<file path="src/rtl/decoder_scan_pkg.sv">
// Shared types and helpers for the scanning one-cold decoder.
// Optional blanking between scan steps: BREAK_BEFORE_MAKE_EN.
package decoder_scan_pkg;

    typedef enum logic [1:0] {
        IDLE   = 2'd0,
        DIRECT = 2'd1,
        SCAN   = 2'd2
    } state_t;

    localparam int MAX_SEL_W = 6;

    function automatic int unsigned n_out(
        input int unsigned sel_w
    );
        return 32'd1 << sel_w;
    endfunction

    // Legacy ordering: index 0 lives in the MSB of the output bus.
    function automatic logic [63:0] onecold(
        input int unsigned idx,
        input int unsigned sel_w
    );
        logic [63:0] r;
        r = '1;
        r[6'(n_out(sel_w) - 32'd1 - idx)] = 1'b0;
        return r;
    endfunction

endpackage

</file>
<file path="src/rtl/decoder_scan_n_if.sv">
// Control/status bundle between a select master and the decoder.
// Optional blanking between scan steps: BREAK_BEFORE_MAKE_EN.
interface decoder_scan_n_if #(
    parameter int SEL_W   = 2,
    parameter int DWELL_W = 8
);

    localparam int N_OUT = 2 ** SEL_W;

    logic               en_n;
    logic               mode;
    logic [SEL_W-1:0]   sel;
    logic [DWELL_W-1:0] dwell;
    logic [N_OUT-1:0]   d_n;
    logic [SEL_W-1:0]   cur_idx;
    logic               wrap;

    modport master (
        output en_n,
        output mode,
        output sel,
        output dwell,
        input  d_n,
        input  cur_idx,
        input  wrap
    );

    modport slave (
        input  en_n,
        input  mode,
        input  sel,
        input  dwell,
        output d_n,
        output cur_idx,
        output wrap
    );

endinterface

</file>
<file path="src/rtl/decoder_scan_n_dwell_timer.sv">
// Loadable down-counter that times one scan step.
// Optional blanking between scan steps: BREAK_BEFORE_MAKE_EN.
module dwell_timer #(
    parameter int DWELL_W = 8
) (
    input  logic               clk,
    input  logic               rst_n,
    input  logic               clr,
    input  logic               load,
    input  logic               dec,
    input  logic [DWELL_W-1:0] din,
    output logic               zero
);

    logic [DWELL_W-1:0] cnt_q;

    always_ff @(posedge clk or negedge rst_n) begin
        if (!rst_n) begin
            cnt_q <= '0;
        end else if (clr) begin
            cnt_q <= '0;
        end else if (load) begin
            cnt_q <= din;
        end else if (dec && (cnt_q != '0)) begin
            cnt_q <= cnt_q - 1'b1;
        end
    end

    assign zero = (cnt_q == '0);

endmodule

</file>
<file path="src/rtl/decoder_scan_n.sv">
// Registered SEL_W-to-2^SEL_W one-cold decoder with a scan sequencer.
// Optional blanking between scan steps: BREAK_BEFORE_MAKE_EN.
module decoder_scan_n
    import decoder_scan_pkg::*;
#(
    parameter int SEL_W   = 2,
    parameter int DWELL_W = 8
) (
    input  logic              clk,
    input  logic              rst_n,
    decoder_scan_n_if.slave   bus
);

    localparam int N_OUT = int'(n_out(SEL_W));

    localparam logic [1:0] S_IDLE   = IDLE;
    localparam logic [1:0] S_DIRECT = DIRECT;
    localparam logic [1:0] S_SCAN   = SCAN;

    generate
        if (SEL_W < 1 || SEL_W > MAX_SEL_W) begin : g_bad_sel_w
            $error("decoder_scan_n: SEL_W out of range");
        end
    endgenerate

    function automatic logic [N_OUT-1:0] decode(
        input logic [SEL_W-1:0] i
    );
        logic [63:0] w;
        w = onecold(32'(i), SEL_W);
        return N_OUT'(w);
    endfunction

    logic [1:0]       state_q;
    logic [1:0]       state_d;
    logic [N_OUT-1:0] dn_q;
    logic [N_OUT-1:0] dn_d;
    logic [SEL_W-1:0] idx_q;
    logic [SEL_W-1:0] idx_d;
    logic [SEL_W-1:0] idx_inc;
    logic             wrap_q;
    logic             wrap_d;
    logic             t_clr;
    logic             t_load;
    logic             t_dec;
    logic             t_zero;
`ifdef BREAK_BEFORE_MAKE_EN
    logic             blank_q;
    logic             blank_d;
`endif

    assign idx_inc = idx_q + 1'b1;

    // en_n wins over mode; any non-scan state re-enters scan at index 0.
    always_comb begin
        state_d = state_q;
        dn_d    = dn_q;
        idx_d   = idx_q;
        wrap_d  = 1'b0;
        t_clr   = 1'b0;
        t_load  = 1'b0;
        t_dec   = 1'b0;
`ifdef BREAK_BEFORE_MAKE_EN
        blank_d = blank_q;
`endif
        if (bus.en_n) begin
            state_d = S_IDLE;
            dn_d    = '1;
            idx_d   = '0;
            t_clr   = 1'b1;
`ifdef BREAK_BEFORE_MAKE_EN
            blank_d = 1'b0;
`endif
        end else if (!bus.mode) begin
            state_d = S_DIRECT;
            dn_d    = decode(bus.sel);
            idx_d   = bus.sel;
            t_clr   = 1'b1;
`ifdef BREAK_BEFORE_MAKE_EN
            blank_d = 1'b0;
`endif
        end else if (state_q != S_SCAN) begin
            state_d = S_SCAN;
            dn_d    = decode('0);
            idx_d   = '0;
            t_load  = 1'b1;
`ifdef BREAK_BEFORE_MAKE_EN
            blank_d = 1'b0;
        end else if (blank_q) begin
            // dwell is sampled as the new index becomes visible
            dn_d    = decode(idx_q);
            blank_d = 1'b0;
            t_load  = 1'b1;
        end else if (t_zero) begin
            dn_d    = '1;
            idx_d   = idx_inc;
            wrap_d  = (idx_inc == '0);
            blank_d = 1'b1;
`else
        end else if (t_zero) begin
            dn_d    = decode(idx_inc);
            idx_d   = idx_inc;
            wrap_d  = (idx_inc == '0);
            t_load  = 1'b1;
`endif
        end else begin
            t_dec   = 1'b1;
        end
    end

    always_ff @(posedge clk or negedge rst_n) begin
        if (!rst_n) begin
            state_q <= S_IDLE;
            dn_q    <= '1;
            idx_q   <= '0;
            wrap_q  <= 1'b0;
        end else begin
            state_q <= state_d;
            dn_q    <= dn_d;
            idx_q   <= idx_d;
            wrap_q  <= wrap_d;
        end
    end

`ifdef BREAK_BEFORE_MAKE_EN
    always_ff @(posedge clk or negedge rst_n) begin
        if (!rst_n) begin
            blank_q <= 1'b0;
        end else begin
            blank_q <= blank_d;
        end
    end
`endif

    dwell_timer #(
        .DWELL_W (DWELL_W)
    ) u_timer (
        .clk   (clk),
        .rst_n (rst_n),
        .clr   (t_clr),
        .load  (t_load),
        .dec   (t_dec),
        .din   (bus.dwell),
        .zero  (t_zero)
    );

    assign bus.d_n     = dn_q;
    assign bus.cur_idx = idx_q;
    assign bus.wrap    = wrap_q;

endmodule

</file>
<file path="src/flat_wrapper.sv">
// flat-port wrapper written by rule: the top's interface ports become plain ports
module decoder_scan_n_flat import decoder_scan_pkg::*;
#(
    parameter int SEL_W   = 2,
    parameter int DWELL_W = 8
)
  (clk, rst_n, bus_en_n, bus_mode, bus_sel, bus_dwell, bus_d_n, bus_cur_idx, bus_wrap);
  decoder_scan_n_if #(.SEL_W(SEL_W), .DWELL_W(DWELL_W)) bus_i ();
  input  logic clk;
  input  logic rst_n;
  input wire logic [$bits(bus_i.en_n)-1:0] bus_en_n;
  input wire logic [$bits(bus_i.mode)-1:0] bus_mode;
  input wire logic [$bits(bus_i.sel)-1:0] bus_sel;
  input wire logic [$bits(bus_i.dwell)-1:0] bus_dwell;
  output wire logic [$bits(bus_i.d_n)-1:0] bus_d_n;
  output wire logic [$bits(bus_i.cur_idx)-1:0] bus_cur_idx;
  output wire logic [$bits(bus_i.wrap)-1:0] bus_wrap;
  assign bus_i.en_n = bus_en_n;
  assign bus_i.mode = bus_mode;
  assign bus_i.sel = bus_sel;
  assign bus_i.dwell = bus_dwell;
  assign bus_d_n = bus_i.d_n;
  assign bus_cur_idx = bus_i.cur_idx;
  assign bus_wrap = bus_i.wrap;
  decoder_scan_n #(.SEL_W(SEL_W), .DWELL_W(DWELL_W)) u_core (.clk(clk), .rst_n(rst_n), .bus(bus_i));
endmodule
</file>
<file path="config.mk">
export PLATFORM = sky130hd
export DESIGN_NAME = decoder_scan_n_flat
export DESIGN_NICKNAME = d
export VERILOG_FILES = /design/src/rtl/decoder_scan_pkg.sv /design/src/rtl/decoder_scan_n_if.sv /design/src/rtl/decoder_scan_n_dwell_timer.sv /design/src/rtl/decoder_scan_n.sv /design/src/flat_wrapper.sv
export SDC_FILE = /design/constraint.sdc
export NUM_CORES = 1
export LEC_CHECK = 0
export ABC_AREA = 1
export BUFFER_PORTS_ARGS = -buffer_cell sky130_fd_sc_hd__clkbuf_2
export CAP_MARGIN = 20
export CORE_MARGIN = 2
export CORE_UTILIZATION = 54
export DETAILED_ROUTE_END_ITERATION = 16
export PLACE_DENSITY = 0.78
export SETUP_SLACK_MARGIN = 0.4
export SLEW_MARGIN = 20
export SYNTH_ARGS = -nofsm -noshare
export SYNTH_HDL_FRONTEND = slang
export SYNTH_HIERARCHICAL = 1
export SYNTH_SLANG_ARGS = --single-unit
</file>
<file path="constraint.sdc">
create_clock -name clk -period 2.6 [get_ports clk]
set_clock_uncertainty 0.2 [all_clocks]
set_input_delay 0.52 -clock clk [delete_from_list [all_inputs] [get_ports clk]]
set_output_delay 0.52 -clock clk [all_outputs]
set_load 0.02 [all_outputs]
</file>
==> results.toml, run 1 <==
[route]
drtAntennaViolNets = 0
routed_wl_um = 2560
first_iter_violations = 34
dr.pass1.iters = 5
wire_per_inst_um = 12.0
drc_errors = 0
vias = 1094
via_per_inst = 5.11

[logic_synthesis]
synth_warnings = 6
syn_inst = 159
syn-num-nets = 179
seq_area_frac_synth_pct = 37.0
synth_edf_count = 0
yosysUniqueCellTypes = 27
async_flop_share_pct = 100
syn_area_um2 = 1160
synthFlopType = "dfrtp_1"
synth.avg_cell_area_um2 = 7.32
synth_seq_cells = 17

[critical_path]
reg2reg_slack_ps = 560
rr_worst_depth = 12
r2r_start = "u_core/u_timer/cnt_q[0]"
cp_max_fo = 7
cp_top_family = "simple AND/OR/NAND/NOR gates"
worst_setup_path_end_kind = "flip-flop"
crit_type = "flip-flop to flip-flop"
required_ps = 2580
path_buf_inv = 4
max_stage_delay_ps = 420
crit_chain = "inv_2 -> ha_1 -> nand2_1 -> nor2_2 -> nand2_2 -> inv_2 -> o21ai_0 -> inv_2 -> clkinv_4 -> or2_2 -> nand3_1 -> o21ai_1"
worstReg2RegEnd = "u_core/u_timer/cnt_q[7]"
crit_arrival_ps = 2020
crit_slowest_cell = "dfrtp_1"
startpoint_type = "flip-flop"
cpMostUsedCell = "inv_2"

[power]
p_switching_mw = 0.192
share_seq_of_total_power_pct = 49.6
leakagePower_nw = 0.718
pwr-share-comb_pct = 26.0
p_per_area_nw_per_um2 = 430
swShare_pct = 32.8
power.internal_mw = 0.393
power_mw = 0.584
clkPwrFrac_pct = 24.4
peakVddDrop_uv = 286

[cells_and_area]
fin_util_pct = 67.9
fill_cells = 180
multiInputGateArea_um2 = 634
final_common_cell = "nand2_1"
instances_no_fill = 214
seqCellArea_um2 = 430
synthToLayoutAreaGrowth_pct = 16.8
layout.nets = 208
mostFrequentLayoutCells = "nand2_1, clkbuf_2, dfrtp_1"
final_cell_area_um2 = 1360
layout-drive-gt1-share_pct = 29.9
num_antenna_cells = 0

[sta]
slew_headroom_pct = 70.7
hold_violations = 0
setup_violations = 0
setup_tns_ps = 0
setup_ws_ps = 560
slew_viol_final = 0
holdWs_ps = 274
fin_crit_ps = 2040
max_freq_mhz = 490
finalCritPeriodShare_pct = 78.5
tightest_slew_ps = 440
rsz0062_at_grt = "no"

[min_path]
min_delay_path_depth = 2
min_path_type = "flip-flop to flip-flop"
hold_start = "u_core/bus.d_n[1]"
min_delay_worst_endpoint = "u_core/bus.d_n[1]"

[floorplan]
ioPinCount = 21
core_area_um2 = 2000
start_util_pct = 58.1
rows = 16
die_area_um2 = 2540
die_h_um = 50.4
dieWidth_um = 50.4

[clock_tree]
cts_tree = "yes"
clock_latency_ps = 280
clk_path_buf_depth = 2
numCtsBuffers = 3
cts_sinks = 17
cts_root_buf = "clkbuf_4"
clkTransAtPathRegs_ps = 100
cts.htree.levels = 1

[placed_design]
dp_cells = 205
io_buffers = 20
place_ws_ps = 463
gp_congestion = 0.939
hpwl_um = 1900
placed_cell_area_um2 = 1290

[grt]
grt-ovfl-total = 0
grt_max_degree = 18
grt_pass1_wl_um = 4200
antenna_found_initial = 0
grt_pass1_vias = 1019
grt_usage_pct = 21.8

[run]
cap_violations = 0

[outcome]
status = "complete, no violations"
[routing by layer]
layer / vias up / GRT usage (%) / wire length (um)
met1: 495 / 28.0 / 1250
met3: 2 / 4.76 / 120
met2: 38 / 36.6 / 1170
met5: - / 0 / 0
met4: 0 / 6.76 / 15
li1: 559 / - / -
[synth_stat cells, types with 2 or more instances]
library cell   n  area [um^2]
o22ai_1        2         12.5
nand4_1        2         12.5
or2_2          2         12.5
dfrtp_1       13          325
nand3_4        2         35.0
nand3_1       10         50.1
inv_1         14         52.6
dfstp_2        4          105
o21ai_1        8         40.0
inv_2          6         22.5
nand2_2        4         25.0
ha_1           6         75.1
nor2_1        12         45.0
o21ai_0       10         50.1
nand2_1       52          195
[layout make-up]
| type | instances | share of cell area [%] |
|---|---|---|
| Sequential cell | 17 | 31.7 |
| Timing Repair Buffer | 24 | 9.76 |
| Clock buffer | 4 | 1.93 |
| Timing Repair inverter | 1 | 0.368 |
| Tap cell | 27 | 2.49 |
| Inverter | 23 | 7.09 |
| Multi-Input combinational cell | 118 | 46.7 |
[state kept, by name (all words and copies together), names as in the netlist]
| signal | cells |
|---|---|
| u_core/bus.cur_idx | 2 |
| u_core/state_q | 2 |
| u_core/bus.wrap | 1 |
| u_core/bus.d_n | 4 |
| u_core/u_timer/cnt_q | 8 |
[tightest hold or removal path, stage by stage (launching register included)]
cell	delay, ps
dfstp_2	380
nand2_1	50
nand2_1	50
[what timing repair did]
item | in CTS | in global routing
hold endpoints to repair | 13 | 0
setup buffers | 0 | 3
setup endpoints to repair | 0 | 8
hold buffers | 1 | 0
gates resized for setup | 0 | 7
[power groups by stage]
stage               registers [mW]  clock network [mW]  logic, mW
floorplan                    0.299                   0     0.0945
global placement             0.294                   0      0.138
detailed placement           0.294                   0      0.140
CTS                          0.290               0.148      0.142
global route                 0.291               0.159      0.173
finish                       0.290               0.143      0.152
[worst max path at each step]
stage | from | endpoint | cells past startpoint
floorplan | u_core/u_timer/cnt_q[0] | u_core/u_timer/cnt_q[7] | 12
global placement | u_core/u_timer/cnt_q[0] | u_core/u_timer/cnt_q[7] | 12
detailed placement | u_core/u_timer/cnt_q[0] | u_core/u_timer/cnt_q[7] | 12
CTS | u_core/u_timer/cnt_q[0] | u_core/u_timer/cnt_q[7] | 12
global route | u_core/u_timer/cnt_q[0] | u_core/u_timer/cnt_q[7] | 12
finish | u_core/u_timer/cnt_q[0] | u_core/u_timer/cnt_q[7] | 12
[cell families (layout without fill, tap and decap cells)]
family / after synthesis / count (layout) / synth area share [%]
flip-flops: 17 / 17 / 37.0
AND/OR/NAND/NOR: 89 / 89 / 37.1
adder cells (fa/ha/maj): 6 / 6 / 6.45
buffers and inverters: 24 / 52 / 8.71
XOR/XNOR: 1 / 1 / 0.753
AO/OA/AOI/OAI: 22 / 22 / 10.0
Power figures use the tool's default switching activity.
==> inputs of run 2 (changes only) <==
- clock period: 2.6 -> 2 ns (I/O delays scaled with it)
==> results.toml, run 2 (synthesized netlist as in run 1, its figures left out) <==
[cells_and_area]
layout-drive-gt1-share_pct = 39.7
top_register = "u_core/u_timer/cnt_q"
fin_util_pct = 76.4
mostFrequentLayoutCells = "nand2_1, clkbuf_2, dfrtp_1"
layout.nets = 215
synthToLayoutAreaGrowth_pct = 31.5
largest_reg_flops = 8
num_antenna_cells = 0
final_common_cell = "nand2_1"
instances_no_fill = 221
multiInputGateArea_um2 = 718
fill_cells = 147
seqCellArea_um2 = 430

[floorplan]
core_area_um2 = 2000
start_util_pct = 58.1
rows = 16
die_area_um2 = 2540
die_h_um = 50.4
dieWidth_um = 50.4
ioPinCount = 21

[outcome]
status = "complete, no violations"

[route]
drc_errors = 0
wire_per_inst_um = 13.8
first_iter_violations = 41
dr.pass1.iters = 4
drtAntennaViolNets = 0
via_per_inst = 5.37
routed_wl_um = 3040
vias = 1187

[clock_tree]
clk_path_buf_depth = 2
cts_tree = "yes"
clkTransAtPathRegs_ps = 90
cts_root_buf = "clkbuf_4"
cts_sinks = 17
cts.htree.levels = 1
numCtsBuffers = 3
clock_latency_ps = 280

[sta]
slew_headroom_pct = 72.0
finalCritPeriodShare_pct = 91.9
rsz0062_at_grt = "yes"
slew_viol_final = 0
fin_crit_ps = 1840
hold_violations = 0
setup_tns_ps = 0
max_freq_mhz = 544
setup_violations = 0
tightest_slew_ps = 420

[power]
clkPwrFrac_pct = 21.7
p_switching_mw = 0.279
share_seq_of_total_power_pct = 45.7
pwr-share-comb_pct = 32.7
power_mw = 0.825
leakagePower_nw = 0.770
power.internal_mw = 0.547
peakVddDrop_uv = 442
swShare_pct = 33.7
p_per_area_nw_per_um2 = 539

[placed_design]
io_buffers = 20
dp_cells = 205
hpwl_um = 2010
gp_congestion = 0.866

[critical_path]
reg2reg_slack_ps = 160
startpoint_type = "flip-flop"
crit_type = "flip-flop to flip-flop"
crit_arrival_ps = 1810
required_ps = 1970
cp_max_fo = 8
worst_setup_path_end_kind = "flip-flop"

[grt]
grt_usage_pct = 24.7
antenna_found_initial = 0
grt_max_degree = 18
grt_pass1_vias = 1075
grt-ovfl-total = 0
grt_pass1_wl_um = 4700

[run]
cap_violations = 0

[min_path]
min_path_type = "primary input to flip-flop"
==> run 2: changes by cell type in the layout (fill, tap and decap cells not counted), sizes merged <==
cell / previous run / this run
buf: 3 / 15
clkbuf: 24 / 20
clkinv: 3 / 2
==> run 2: worst paths after layout <==
check | from | endpoint | cells past startpoint
max | u_core/u_timer/cnt_q[0] | u_core/u_timer/cnt_q[7] | 12
min | bus_dwell[3] | u_core/u_timer/cnt_q[3] | 3
max reg2reg | u_core/u_timer/cnt_q[0] | u_core/u_timer/cnt_q[7] | 12
min reg2reg | u_core/bus.d_n[1] | u_core/bus.d_n[1] | 2
max in group asynchronous | rst_n | u_core/bus.d_n[0] | 2
min in group asynchronous | rst_n | u_core/state_q[0] | 2
==> run 2: timing repair <==
item,in CTS,in global routing
hold buffers,1,0
resized for setup,12,18
endpoints found under the hold margin,13,0
buffers inserted,10,1
pin swaps,0,6
setup endpoints to repair,14,18
==> run 2: area by class of cell <==
cell class | instances | share of cell area (%)
Timing Repair Buffer | 32 | 14.4
Tap cell | 27 | 2.21
Inverter | 23 | 6.62
Clock buffer | 4 | 1.72
Multi-Input combinational cell | 118 | 46.9
Sequential cell | 17 | 28.1
==> run 2: routing by layer <==
metal | global-route usage, % | part of all wire [%]
met5 | 0 | 0
met4 | 13.1 | 2.8
met3 | 2.98 | 7.4
met2 | 39.0 | 47
met1 | 33.3 | 43
==> run 2: worst max-delay path: stages (launching register included) <==
cell,delay (ps)
dfrtp_1,400
inv_2,80
ha_4,120
nand2_2,50
nor2_2,130
nand2_2,70
inv_2,80
o21ai_2,60
inv_2,120
inv_8,70
or2_4,230
nand3_2,80
o21ai_2,60
==> run 2: power groups by stage <==
stage	clock network (mW)	logic [mW]	registers, mW
3_3_place_gp	0	0.192	0.382
3_5_place_dp	0	0.199	0.383
6_report	0.179	0.270	0.377
4_1_cts	0.185	0.236	0.377
5_1_grt	0.195	0.289	0.379
2_1_floorplan	0	0.135	0.389
==> run 2: through the flow <==
step	hold WS [ps]	setup WS [ps]	cell area [um^2]
floorplan	-95.6	262	1210
global placement	147	132	1330
detailed placement	151	92.3	1330
CTS	169	230	1480
global route	186	91.0	1530
finish	179	161	1530
